--- src/rtl/swt_obs_unload.sv ---
// SWT observation reader: captures the observation vector, folds each capture into a
// rotating MISR signature, and serially unloads either value over a valid/ready link.
module swt_obs_unload #(
  parameter int OBS_FLOP_NUM  = 4,
  parameter int CNT_W         = 8,
  parameter int SER_LSB_FIRST = 1
) (
  input  logic                    Clock,
  input  logic                    Reset,
  input  logic [OBS_FLOP_NUM-1:0] ObsIn,
  input  logic                    Capture,
  input  logic                    ClearSig,
  input  logic                    Unload,
  input  logic                    UnloadSel,
  output logic                    SerOut,
  output logic                    SerValid,
  input  logic                    SerReady,
  output logic                    SerLast,
  output logic                    Done,
  output logic                    Busy,
  output logic [OBS_FLOP_NUM-1:0] SigOut,
  output logic [CNT_W-1:0]        CaptureCount
);

  localparam int BW = (OBS_FLOP_NUM > 1) ? $clog2(OBS_FLOP_NUM) : 1;
  localparam logic [BW-1:0] LAST_IDX = BW'(OBS_FLOP_NUM - 1);

  localparam logic [0:0] ST_IDLE  = 1'b0;
  localparam logic [0:0] ST_SHIFT = 1'b1;

  logic [0:0]              state_q, state_d;
  logic [OBS_FLOP_NUM-1:0] cap_q, cap_d;
  logic [OBS_FLOP_NUM-1:0] sig_q, sig_d;
  logic [OBS_FLOP_NUM-1:0] shift_q, shift_d;
  logic [BW-1:0]           bit_cnt_q, bit_cnt_d;
  logic [CNT_W-1:0]        cnt_q, cnt_d;
  logic                    done_q, done_d;

  logic [OBS_FLOP_NUM-1:0] sig_rot;
  logic                    accept;
  logic                    last_beat;
  logic                    ser_bit;

  // Signature rotates left by one before the new observation is folded in.
  if (OBS_FLOP_NUM == 1) begin : g_rot_one
    assign sig_rot = sig_q;
  end else begin : g_rot_many
    assign sig_rot = {sig_q[OBS_FLOP_NUM-2:0], sig_q[OBS_FLOP_NUM-1]};
  end

  if (SER_LSB_FIRST != 0) begin : g_lsb
    assign ser_bit = shift_q[0];
  end else begin : g_msb
    assign ser_bit = shift_q[OBS_FLOP_NUM-1];
  end

  assign accept    = (state_q == ST_SHIFT) && SerReady;
  assign last_beat = (bit_cnt_q == LAST_IDX);

  always_comb begin
    // NOTE: every next-state signal gets its hold value first so no path infers a latch.
    state_d   = state_q;
    cap_d     = cap_q;
    sig_d     = sig_q;
    shift_d   = shift_q;
    bit_cnt_d = bit_cnt_q;
    cnt_d     = cnt_q;
    done_d    = accept && last_beat;

    if (Capture) cap_d = ObsIn;

    if (ClearSig) begin
      sig_d = Capture ? ObsIn : '0;
      cnt_d = Capture ? CNT_W'(1) : '0;
    end else if (Capture) begin
      sig_d = sig_rot ^ ObsIn;
      if (cnt_q != '1) cnt_d = cnt_q + 1'b1;
    end

    // Unload loads from the pre-capture registers, so a same-cycle Capture never leaks in.
    case (state_q)
      ST_IDLE: begin
        if (Unload) begin
          shift_d   = UnloadSel ? sig_q : cap_q;
          bit_cnt_d = '0;
          state_d   = ST_SHIFT;
        end
      end
      ST_SHIFT: begin
        if (accept) begin
          shift_d   = (SER_LSB_FIRST != 0) ? (shift_q >> 1) : (shift_q << 1);
          bit_cnt_d = bit_cnt_q + 1'b1;
          if (last_beat) begin
            bit_cnt_d = '0;
            state_d   = ST_IDLE;
          end
        end
      end
      default: state_d = ST_IDLE;
    endcase
  end

  always_ff @(posedge Clock) begin
    // NOTE: sequential state uses non-blocking assignments so all registers update together.
    if (Reset) begin
      state_q   <= ST_IDLE;
      cap_q     <= '0;
      sig_q     <= '0;
      shift_q   <= '0;
      bit_cnt_q <= '0;
      cnt_q     <= '0;
      done_q    <= 1'b0;
    end else begin
      state_q   <= state_d;
      cap_q     <= cap_d;
      sig_q     <= sig_d;
      shift_q   <= shift_d;
      bit_cnt_q <= bit_cnt_d;
      cnt_q     <= cnt_d;
      done_q    <= done_d;
    end
  end

  assign SerValid     = (state_q == ST_SHIFT);
  assign Busy         = (state_q == ST_SHIFT);
  assign SerOut       = SerValid & ser_bit;
  assign SerLast      = SerValid & last_beat;
  assign Done         = done_q;
  assign SigOut       = sig_q;
  assign CaptureCount = cnt_q;

endmodule

--- config.mk ---
export PLATFORM = sky130hd
export DESIGN_NAME = swt_obs_unload
export DESIGN_NICKNAME = d
export VERILOG_FILES = /design/src/rtl/swt_obs_unload.sv
export SDC_FILE = /design/constraint.sdc
export NUM_CORES = 1
export LEC_CHECK = 0
export CORE_MARGIN = 1.5
export CORE_UTILIZATION = 30
export DETAILED_ROUTE_END_ITERATION = 10
export HOLD_SLACK_MARGIN = 0.05
export SYNTH_ARGS = -nofsm -noshare
export SYNTH_HDL_FRONTEND = slang
export SYNTH_SLANG_ARGS = --single-unit
--- constraint.sdc ---
create_clock -name Clock -period 3.4 [get_ports Clock]
set_input_delay 0.68 -clock Clock [delete_from_list [all_inputs] [get_ports Clock]]
set_output_delay 0.68 -clock Clock [all_outputs]
set_load 0.02 [all_outputs]
==> run_summary.xml <==
<?xml version="1.0" encoding="UTF-8"?>
<metrics>
  <group name="die">
    <metric name="effective_utilization_at_floorplan" unit="%">31.3</metric>
    <metric name="die_height" unit="um">64.8</metric>
    <metric name="coreArea" unit="sq um">3660</metric>
    <metric name="design.die.area" unit="sq um">4200</metric>
    <metric name="io-pin-count" unit="">28</metric>
    <metric name="die_width" unit="um">64.8</metric>
    <metric name="core_rows" unit="">22</metric>
  </group>
  <group name="run_status">
    <metric name="outcome" unit="">complete, no violations</metric>
  </group>
  <group name="global_routing">
    <metric name="grt_pass1_wl" unit="um">4230</metric>
    <metric name="grt_start_max_net_pins" unit="">19</metric>
    <metric name="grt_overflow" unit="">0</metric>
    <metric name="via_count_of_the_first_global_routing_pass" unit="">968</metric>
    <metric name="gr-usage-all-layers" unit="%">12.6</metric>
    <metric name="antenna_found_initial" unit="">0</metric>
  </group>
  <group name="route">
    <metric name="wl_per_cell" unit="um">12.2</metric>
    <metric name="antenna_left" unit="">0</metric>
    <metric name="post_drt_via_cell_ratio" unit="">4.97</metric>
    <metric name="dr_total_vias" unit="">999</metric>
    <metric name="drc" unit="">0</metric>
    <metric name="detail_route.iter0.violations" unit="">83</metric>
    <metric name="dr.pass1.iters" unit="">4</metric>
    <metric name="routed_wirelength" unit="um">2460</metric>
  </group>
  <group name="finish">
    <metric name="final_nets" unit="">167</metric>
    <metric name="final_layout_size_suffix_gt1_share" unit="%">11.1</metric>
    <metric name="fillers" unit="">366</metric>
    <metric name="area_growth_syn_to_layout" unit="%">30.5</metric>
    <metric name="insertedDiodeCount" unit="">0</metric>
  </group>
  <group name="critical_path">
    <metric name="crit_arrival" unit="ns">1.66</metric>
    <metric name="timing.critical_path.from_type" unit="">flop</metric>
    <metric name="setup.worst_path.end_class" unit="">output port</metric>
    <metric name="critPathRequiredTime" unit="ns">2.72</metric>
    <metric name="timing_worst_setup_path_type" unit="">reg2out</metric>
    <metric name="reg2reg_slack" unit="ns">1.80</metric>
    <metric name="path_max_fanout" unit="">14</metric>
  </group>
  <group name="clock_network">
    <metric name="cts_root_buf" unit="">clkbuf_8</metric>
    <metric name="cts_tree" unit="">done</metric>
    <metric name="cts_hold_bufs" unit="">0</metric>
    <metric name="cts_setup_buffers" unit="">0</metric>
    <metric name="clock_insertion_delay_worst_skew" unit="ns">0.26</metric>
    <metric name="cts.reportedPaths.clkPinSlew" unit="ns">0.08</metric>
    <metric name="clock_sink_count" unit="">24</metric>
    <metric name="cts_htree_levels" unit="">1</metric>
    <metric name="postCtsResizedCells" unit="">0</metric>
    <metric name="clk_path_buf_depth" unit="">2</metric>
    <metric name="cts_buffers" unit="">3</metric>
  </group>
  <group name="sta">
    <metric name="setup_viol_count_final" unit="">0</metric>
    <metric name="finalHoldViolCount" unit="">0</metric>
    <metric name="max-slew-margin-rel" unit="%">53.4</metric>
    <metric name="totalNegativeSetupSlack" unit="ns">0</metric>
    <metric name="max_slew.worst_pin.slew" unit="ns">0.696</metric>
    <metric name="final-max-slew-violation-count" unit="">0</metric>
    <metric name="post_route_skew" unit="ns">0.00100</metric>
    <metric name="grt_setup_unrepaired" unit="">no</metric>
    <metric name="fmaxAchievable" unit="MHz">427</metric>
    <metric name="final.min_clock_period" unit="ns">2.34</metric>
    <metric name="fin_crit_sh" unit="%">68.8</metric>
  </group>
  <group name="power_and_ir_drop">
    <metric name="power.combinational.fraction" unit="%">13.8</metric>
    <metric name="powerDensity" unit="nW/um^2">383</metric>
    <metric name="p_leak" unit="uW">0.000529</metric>
    <metric name="clock_power_share" unit="%">33.6</metric>
    <metric name="share_seq_of_total_power" unit="%">52.7</metric>
    <metric name="switching_power" unit="uW">136</metric>
    <metric name="max-vdd-ir-drop" unit="V">0.000224</metric>
    <metric name="power" unit="uW">572</metric>
    <metric name="p_sw_share" unit="%">23.8</metric>
    <metric name="p_int" unit="uW">436</metric>
  </group>
  <group name="worst_hold_path">
    <metric name="hold_path.class" unit="">reg2reg</metric>
  </group>
  <group name="synthesis">
    <metric name="synth_nets" unit="">143</metric>
    <metric name="synth_largest_type_area_fraction" unit="%">42.0</metric>
    <metric name="synth_common_cells" unit="">24 x dfxtp_1, 20 x nor2_1, 12 x a21oi_1</metric>
    <metric name="synth_area_per_cell" unit="sq um">8.81</metric>
    <metric name="yosysSeqAreaShare" unit="%">42.0</metric>
    <metric name="yosysMostFrequentCell" unit="">dfxtp_1</metric>
    <metric name="dominantRegCellSynth" unit="">dfxtp_1</metric>
    <metric name="synth_cell_types" unit="">34</metric>
    <metric name="synthesis.instances" unit="">130</metric>
    <metric name="post_synth_main_area_contributors" unit="">dfxtp_1 42%, nor2_1 6.6%, a21oi_1 5.2%, mux2_2 4.9%, mux2i_1 4.4%</metric>
    <metric name="synth-async-reset-ratio" unit="%">0</metric>
    <metric name="yosysWarnings" unit="">0</metric>
    <metric name="flip_flop_and_latch_count_after_synthesis" unit="">24</metric>
    <metric name="count_of_flip_flops_with_a_built_in_enable_after_synthesis" unit="">0</metric>
    <metric name="synth_top_cell_by_area" unit="">dfxtp_1</metric>
    <metric name="post_synth_design_cell_area" unit="sq um">1140</metric>
  </group>
  <group name="placement">
    <metric name="quantity_of_i_o_buffers_inserted_on_ports" unit="">27</metric>
    <metric name="routability_congestion_estimate" unit="">0.864</metric>
    <metric name="detailedPlacementHpwl" unit="um">1810</metric>
  </group>
  <group name="flow_run">
    <metric name="max_cap_violations" unit="">0</metric>
  </group>
</metrics>
metrics by stage:
stage / instances / setup slack, ns / hold slack (ns) / cell area (sq um) / util [%]
detailed placement: 197 / 0.847 / 0.448 / 1440 / 39.3
floorplan: 130 / 1.68 / 0.427 / 1140 / -
CTS: 201 / 1.05 / 0.461 / 1490 / 40.8
global placement: 197 / 0.898 / 0.439 / 1440 / 39.3
finish: 201 / 1.06 / 0.459 / 1490 / 40.8
global route: 201 / 0.943 / 0.489 / 1490 / 40.8
final timing paths:
check               end  cells past startpoint        from
min reg2reg  shift_q[2]                      2  shift_q[2]
min          shift_q[2]                      2  shift_q[2]
max reg2reg  shift_q[0]                      4        Busy
max             SerLast                      2        Busy
critical path: stages (launching register included):
cell	delay, ns
dfxtp_1	0.60
and2_1	0.19
clkdlybuf4s50_1	0.60
cell families (layout without fill, tap and decap cells):
kind of cell / after synthesis / after routing / share of synthesized area [%]
fa+ha+maj: 2 / 2 / 2.19
compound gates: 28 / 28 / 15.0
flops: 24 / 24 / 42.0
mux: 10 / 10 / 9.29
buf+inv: 9 / 32 / 3.82
xor+xnor: 6 / 6 / 4.59
simple gates: 51 / 51 / 23.2
layout by cell type, fill, tap and decap left out, drive strengths merged:
cell type and n:
clkdlybuf4s50 27, dfxtp 24, nor2 20, a21oi 12
nand2 6, mux2i 5, xnor2 5, mux2 5
or2 4, o21ai 4, clkbuf 4, nand3 4
and2 3, o22ai 3, and4 3, nor2b 3
nand4 2, nand2b 2, a32oi 2, nor3 2
a22oi 2, ha 2, a41o 1, a31oi 1
a211oi 1, or4 1, o31ai 1, or3 1
xor2 1, a311oi 1, buf 1
registers in the layout (all words and copies together) (netlist names):
signal        cells
SigOut            4
cap_q             4
bit_cnt_q         2
Busy              1
CaptureCount      8
Done              1
shift_q           4
cell type report:
| cell class | count | area (sq um) | share of cell area [%] |
|---|---|---|---|
| sequential | 24 | 480 | 32.2 |
| tap | 48 | 60.1 | 4.02 |
| multi-input combinational | 97 | 621 | 41.5 |
| clock buffer | 4 | 55.1 | 3.69 |
| timing repair buffer | 28 | 278 | 18.6 |
per-layer routing:
| metal | part of all wire [%] | global-route usage (%) | wire (um) | vias to the layer above |
|---|---|---|---|---|
| met3 | 3.9 | 3.13 | 95 | 0 |
| met4 | 0 | 2.66 | 0 | 0 |
| met5 | 0 | 0 | 0 | - |
| li1 | - | - | - | 508 |
| met1 | 47 | 16.0 | 1140 | 467 |
| met2 | 50 | 21.6 | 1220 | 24 |
power by group through the flow:
stage / registers [uW] / clock network [uW] / logic, uW
after CTS: 301 / 200 / 79.3
after global routing: 303 / 212 / 86.0
after floorplan: 310 / 0 / 43.7
after detailed placement: 308 / 0 / 78.7
final: 301 / 192 / 78.7
after global placement: 308 / 0 / 78.2
Power figures use the tool's default switching activity.
